<file path="src/rtl/tempo_para_segundos.sv">
// Converts year/month/day/hour/minute/second fields into a total second count.
// One weighted term per clock through a single shared multiplier; result saturates on overflow.
module tempo_para_segundos #(
  parameter int WIDTH    = 32,
  parameter int SEG_MIN  = 60,
  parameter int SEG_HORA = 3600,
  parameter int SEG_DIA  = 86400,
  parameter int SEG_MES  = 2592000,
  parameter int SEG_ANO  = 31536000
) (
  input  logic             clk,
  input  logic             rst,
  input  logic             in_valid,
  output logic             in_ready,
  input  logic [WIDTH-1:0] anos,
  input  logic [WIDTH-1:0] mes,
  input  logic [WIDTH-1:0] dias,
  input  logic [WIDTH-1:0] horas,
  input  logic [WIDTH-1:0] minutos,
  input  logic [WIDTH-1:0] segundos,
  output logic             out_valid,
  input  logic             out_ready,
  output logic [WIDTH-1:0] total_seg,
  output logic             ovf,
  output logic [1:0]       state_dbg
);

  // Handshake: a transfer happens on a rising edge where valid && ready are both high;
  // in_ready is high only in IDLE, out_valid only while a finished result is held in DONE.

  localparam int ACC_W = 64;

  typedef enum logic [1:0] {
    IDLE = 2'd0,
    ACC  = 2'd1,
    DONE = 2'd2
  } state_e;

  state_e               state_q, state_d;
  logic [2:0]           step_q, step_d;
  logic [ACC_W-1:0]     acc_q, acc_d;
  logic [WIDTH-1:0]     fld_q [6];
  logic [WIDTH-1:0]     fld_d [6];
  logic [WIDTH-1:0]     total_q, total_d;
  logic                 ovf_q, ovf_d;
  logic                 out_valid_q, out_valid_d;

  logic [WIDTH-1:0]     opnd;
  logic [WIDTH-1:0]     weight;
  logic [ACC_W-1:0]     prod;
  logic                 sum_ovf;

  // Operand/weight select for the shared multiplier.
  always_comb begin
    opnd   = '0;
    weight = '0;
    case (step_q)
      3'd0: begin opnd = fld_q[0]; weight = WIDTH'(SEG_ANO);  end
      3'd1: begin opnd = fld_q[1]; weight = WIDTH'(SEG_MES);  end
      3'd2: begin opnd = fld_q[2]; weight = WIDTH'(SEG_DIA);  end
      3'd3: begin opnd = fld_q[3]; weight = WIDTH'(SEG_HORA); end
      3'd4: begin opnd = fld_q[4]; weight = WIDTH'(SEG_MIN);  end
      3'd5: begin opnd = fld_q[5]; weight = WIDTH'(1);        end
      default: begin opnd = '0; weight = '0; end
    endcase
  end

  assign prod    = ACC_W'(opnd) * ACC_W'(weight);
  assign sum_ovf = |acc_q[ACC_W-1:WIDTH];

  always_comb begin
    state_d     = state_q;
    step_d      = step_q;
    acc_d       = acc_q;
    fld_d       = fld_q;
    total_d     = total_q;
    ovf_d       = ovf_q;
    out_valid_d = out_valid_q;
    case (state_q)
      IDLE: begin
        if (in_valid) begin
          fld_d[0] = anos;
          fld_d[1] = mes;
          fld_d[2] = dias;
          fld_d[3] = horas;
          fld_d[4] = minutos;
          fld_d[5] = segundos;
          acc_d    = '0;
          step_d   = '0;
          state_d  = ACC;
        end
      end
      ACC: begin
        acc_d  = acc_q + prod;
        step_d = step_q + 3'd1;
        if (step_q == 3'd5) begin
          state_d = DONE;
        end
      end
      DONE: begin
        // First DONE cycle registers the result; afterwards it is held until taken.
        if (!out_valid_q) begin
          total_d     = sum_ovf ? '1 : acc_q[WIDTH-1:0];
          ovf_d       = sum_ovf;
          out_valid_d = 1'b1;
        end else if (out_ready) begin
          out_valid_d = 1'b0;
          state_d     = IDLE;
        end
      end
      default: begin
        state_d     = IDLE;
        out_valid_d = 1'b0;
      end
    endcase
  end

  always_ff @(posedge clk) begin
    if (rst) begin
      state_q     <= IDLE;
      step_q      <= '0;
      acc_q       <= '0;
      total_q     <= '0;
      ovf_q       <= 1'b0;
      out_valid_q <= 1'b0;
      for (int i = 0; i < 6; i++) fld_q[i] <= '0;
    end else begin
      state_q     <= state_d;
      step_q      <= step_d;
      acc_q       <= acc_d;
      total_q     <= total_d;
      ovf_q       <= ovf_d;
      out_valid_q <= out_valid_d;
      for (int i = 0; i < 6; i++) fld_q[i] <= fld_d[i];
    end
  end

  assign in_ready  = (state_q == IDLE);
  assign out_valid = out_valid_q;
  assign total_seg = total_q;
  assign ovf       = ovf_q;
  assign state_dbg = state_q;

endmodule

</file>
<file path="config.mk">
export PLATFORM = sky130hd
export DESIGN_NAME = tempo_para_segundos
export DESIGN_NICKNAME = d
export VERILOG_FILES = /design/src/rtl/tempo_para_segundos.sv
export SDC_FILE = /design/constraint.sdc
export NUM_CORES = 2
export LEC_CHECK = 0
export CORE_MARGIN = 8
export CORE_UTILIZATION = 62
export DETAILED_ROUTE_END_ITERATION = 8
export PLACE_DENSITY = 0.82
export SETUP_SLACK_MARGIN = 0.05
export SLEW_MARGIN = 0
export SYNTH_ARGS = -nofsm -noshare
export SYNTH_HDL_FRONTEND = slang
export SYNTH_SLANG_ARGS = --single-unit
</file>
<file path="constraint.sdc">
create_clock -name clk -period 11.6 [get_ports clk]
set_input_delay 1.16 -clock clk [delete_from_list [all_inputs] [get_ports clk]]
set_output_delay 1.16 -clock clk [all_outputs]
set_load 0.005 [all_outputs]
</file>
# Word level (Yosys, flattened, before mapping)
# Index checks and enable logic that the tools add are counted.
# totals
romBits	0
memories	0
input_bits	196
ramBits	0
regBits	295
latchBits	0
# classes
bitwise	1
n_shift	0
mul	1
n_addsub	2
n_mux	15
n_lt_le_gt_ge	0
div_mod_pow	0
eq_ne	11
n_reduce_logical	9
# op_table
operator	count
case mux 32 bit (6 select lines)	1
case mux 25 bit (6 select lines)	1
case mux 64 bit (2 select lines)	1
adder 64 bit	1
multiplier 32 x 32 -> 64 bit	1
2-to-1 mux 64 bit	1
2-to-1 mux 32 bit	1
OR reduction 32 bit	1
2-to-1 mux 2 bit	4
inequality test 2 bit (second input constant)	4
equality test 3 x 2 -> 1 bit (second input constant)	2
equality test 3 bit (second input constant)	2
case mux 2 bit (3 select lines)	1
case mux 3 bit (2 select lines)	1
AND reduction 2 bit	3
AND reduction 4 bit	1
adder 3 x 1 -> 3 bit (second input constant)	1
equality test 3 x 1 -> 1 bit (second input constant)	1
zero test 3 bit	1
2-to-1 mux 3 bit	1
equality test 2 x 1 -> 1 bit (second input constant)	1
equality test 2 bit (second input constant)	1
zero test 2 bit	1
2-to-1 mux 1 bit	2
other kinds (4)	4

# Depth between registers and ports, before layout
# depth
word_depth	5
ltp_mapped	38
mapped_depth_nobuf	32

# Least setup slack after synthesis
# Ideal clock, no wire load.
# synth_timing
path_type	flip-flop to flip-flop
from	reg step_q[2]
to	reg acc_q[63]
period_less_slack_ns	8.743
t_required_ns	11.479
setup_ns	0.121
arrival_ns	8.622
slack_ns	2.857
stages_incl_launch_ff	36
cell_sequence	dfxtp_1 buf_2 buf_2 buf_4 buf_2 inv_1 ha_1 clkbuf_1 clkbuf_1 a222oi_1 a21boi_2 clkbuf_1 nor2_1 fa_1 fa_1 inv_1 fa_1 inv_1 fa_1 inv_1 fa_1 inv_1 fa_1 inv_1 fa_1 inv_1 ha_1 and4_1 nand3_2 a2111o_1 a31o_4 a21oi_4 nor2_1 o21ai_2 a41oi_1 mux2_4
# synth_between
elab_chain_len	5
elab_cells_between_ends	11
# synth_lines
element	line	source
start, declared	40	logic [2:0] step_q, step_d;
start signal, assigned	129	step_q <= step_d;
equality test 3 bit (tied with other cells)	57	case (step_q)
case mux 32 bit (6 select lines) / case mux 25 bit (6 select lines) (equally long branches)	57	
multiplier 32 x 32 -> 64 bit (*)	68	assign prod = ACC_W'(opnd) * ACC_W'(weight);
adder 64 bit (*)	94	acc_d = acc_q + prod;
case mux 64 bit (2 select lines) (*)	79	case (state_q)
end signal, assigned	122	acc_q <= '0;
end signal, assigned	130	acc_q <= acc_d;
end, declared	41	logic [ACC_W-1:0] acc_q, acc_d;
# Mark *: on every way between the ends. The rest lies on a longest branch, timed or not.
# A chain may end at the register's enable or synchronous reset.

# Worst setup path after layout
# layout_timing
from	reg step_q[2]
to	reg acc_q[55]
# The elaborated chain is that of the path after synthesis.

==> metrics.md <==
| Metric | Value |
|---|---|
| Clock transition at path regs | approximately 0.060 ns |
| Routed vias/inst | roughly 5.7 |
| Max Buffers Root-to-Sink | 3 |
| Post-Syn Area | roughly 36000 um^2 |
| Leak | ~20 nW |
| Syn_area_per_cell | around 8.5 um^2 |
| Relative slew slack | 14.29% |
| Via count | approximately 30000 |
| Footprint of the multi-input gates | ~26000 um^2 |
| Worst Skew | 0.02457 ns |
| Die Area | around 66000 um^2 |
| Final Slew Violations | 0 |
| Iteration-0 DRC Markers | between 3000 and 4000 |
| Number of flops mapped to enable cells by yosys | 0 |
| H-Tree Depth | 2 |
| Distinct cells, synth | between 70 and 80 |
| Drt pass-1 iters | 6 |
| Row count | 88 |
| WP data arrival | around 10 ns |
| Vias in the first global route | 30460 |
| Hold Crit Class | reg -> reg |
| Crit-path max FO | 39 |
| VDD IR max | about 180 uV |
| Layout cells sized above 1 | around 5.0% |
| Outcome | completed |
| Minimum clock period | just over 10 ns |
| Total grt overflow | 0 |
| Post-cts hold buffer count | 0 |
| First-pass GRT wire length | approximately 170000 um |
| Core area | ~57000 um^2 |
| CTS root buf | clkbuf_16 |
| Worst Path Buf+Inv | 5 |
| Crit Path Category | reg -> reg |
| Final GP Congestion | 1.020 |
| Setup TNS | 0 ns |
| Initial Util | between 60% and 70% |
| Worst setup EP type | flop |
| Yosys warning total | 0 |
| Area delta synth->final | 11.43% |
| Area share of the largest cell type after synthesis | ~33% |
| PostCTS Resize Cnt | 0 |
| IO Count | approximately 230 |
| Clock latency on the worst-skew pair | slightly below 0.6 ns |
| Core Util, Final | just under 70% |
| Slowest stage cell, crit path | a21boi_1 |
| WP data required | around 12 ns |
| Number of setup buffers added after CTS | 0 |
| Final Hold Viols | 0 |
| Post-Syn Instances | roughly 4200 |
| WL per Instance | approximately 21 um |
| DR DRC count | 0 |
| Reg area | between 5000 and 6000 um^2 |
| Initial antenna violation count | 9 |
| Die Wd | 256.0 um |
| Worst setup SP type | flop |
| Synth area leaders | fa_1, dfxtp_1, ha_1 |
| Nets | about 5400 |
| Ys flop type | dfxtp_1 |
| Area leader, netlist | fa_1 |
| Clock sink total | ~300 |
| Total Wirelength | between 100000 and 150000 um |
| Final worst-path cycle share | between 80% and 90% |
| Largest net degree at the start of global routing | 104 |
| RSZ-0062 raised after global routing | no |
| PortBufs | 232 |
| Max-cap viol count | 0 |
| Routed Antenna Nets | 0 |
| Worst-margin pin slew | 1.283 ns |
| Seq/Total Area, Yosys | ~17% |
| Chip height | 256.0 um |
| FMAX | approximately 100 MHz |
| CP top delay family | adder cells |
| CTS Buf Count | 35 |
| CP peak stage delay | between 1 and 1.5 ns |
| CTS tree | done |
| Final number of setup-violating endpoints | 0 |
| Detailed placement HPWL | 86510 um |
| Tot GR Track Use | between 30% and 40% |
| Crit-path most repeated cell | fa_1 |
| Power Density | between 150 and 200 nW/um^2 |
| Syn_nets | approximately 5300 |
| FILL cells | ~4400 |
| Ys async rst share | 0% |
| Post-synthesis sequential element count | just under 300 |
## placed cells by master, fill, tap and decap left out, drive strengths merged, types with 21 or more instances in the layout
master         Yosys  routed
a21boi            23      23
a21o              26      26
a21oi            330     330
a31oi             45      45
buf               27      41
clkbuf           163      49
clkdlybuf4s50      0     231
dfxtp            295     295
fa               593     593
ha               301     301
inv              923     926
mux2              66      66
nand2            654     654
nand2b            33      33
nand3             45      45
nor2             296     296
o21ai             77      77
xnor2             59      59
xor2              21      21
## per-layer routing
layer	global-route usage, %	vias to the layer above	wire [um]
met1	42.34	14210	41900
met4	16.24	0	5921
li1	-	13190	-
met3	6.840	314	10560
met2	51.72	1563	49150
met5	0	-	0
## Yosys cell counts (all sizes together), types with 19 or more instances
master	instances
o21ai	77
ha	301
a31oi	45
a21boi	23
mux2	66
buf	27
clkbuf	163
inv	923
a222oi	19
nand2	654
a21oi	330
xnor2	59
nand2b	33
dfxtp	295
nor2	296
fa	593
xor2	21
nand3	45
a21o	26
nand4	19
## where the power goes
part           switching [mW]  total [mW]  internal, mW
sequential             0.0895        1.19          1.10
combinational            2.73        4.40          1.67
clock                   0.471        1.10         0.634
## area by class of cell
type                       count  share of cell area [%]
antenna                       10                 0.06287
clock buffer                  48                   2.423
clock inverter                11                  0.3929
inverter                     923                   8.704
multi-input combinational   2800                   64.55
sequential                   295                   14.85
tap                          765                   2.405
timing repair buffer         273                   6.617
## sequential cells by signal, indices dropped and copies added (netlist names)
register and count:
fld_q 192, state_dbg 2, acc_q 64, ovf 1, out_valid 1, step_q 3
total_seg 32
## cell families after synthesis
| group | Yosys count | share of synthesized area, % |
|---|---|---|
| buffers and inverters | 1113 | 11.77 |
| muxes | 70 | 2.203 |
| adders and majority gates | 906 | 44.11 |
| xor gates and xnor gates | 80 | 1.961 |
| AOI/OAI and AO/OA | 600 | 10.18 |
| and+or+nand+nor | 1144 | 13.24 |
| DFF | 295 | 16.53 |
## final timing paths
check / endpoint / from / cells past startpoint / slack, ns
worst max-delay path: acc_q[55] / step_q[2] / 27 / 1.54
worst max register to register: acc_q[55] / step_q[2] / 27 / 1.54
worst min-delay path: fld_q[12] / fld_q[12] / 2 / 0.45
worst min register to register: fld_q[12] / fld_q[12] / 2 / 0.45
## worst min-delay path: cells and delay by family, from the launching register on
kind	cells	cell delay [ns]
flip-flops	1	0.30
AND/OR/NAND/NOR	1	0.05
AO/OA/AOI/OAI	1	0.05
## through the flow
stage          hold slack [ns]  instance area (um^2)  std cells  total power [mW]  setup WS (ns)
2_1_floorplan           0.4329                 35720       4208             4.311          2.857
3_3_place_gp            0.4384                 38660       5056             5.389          1.779
3_5_place_dp            0.4431                 38660       5056             5.486          1.732
4_1_cts                 0.4517                 39780       5115             6.603          1.717
5_1_grt                 0.4622                 39800       5124             7.243          1.270
6_report                0.4500                 39810       5125             6.694          1.545
No activity file was read; power rests on OpenSTA's default activity.
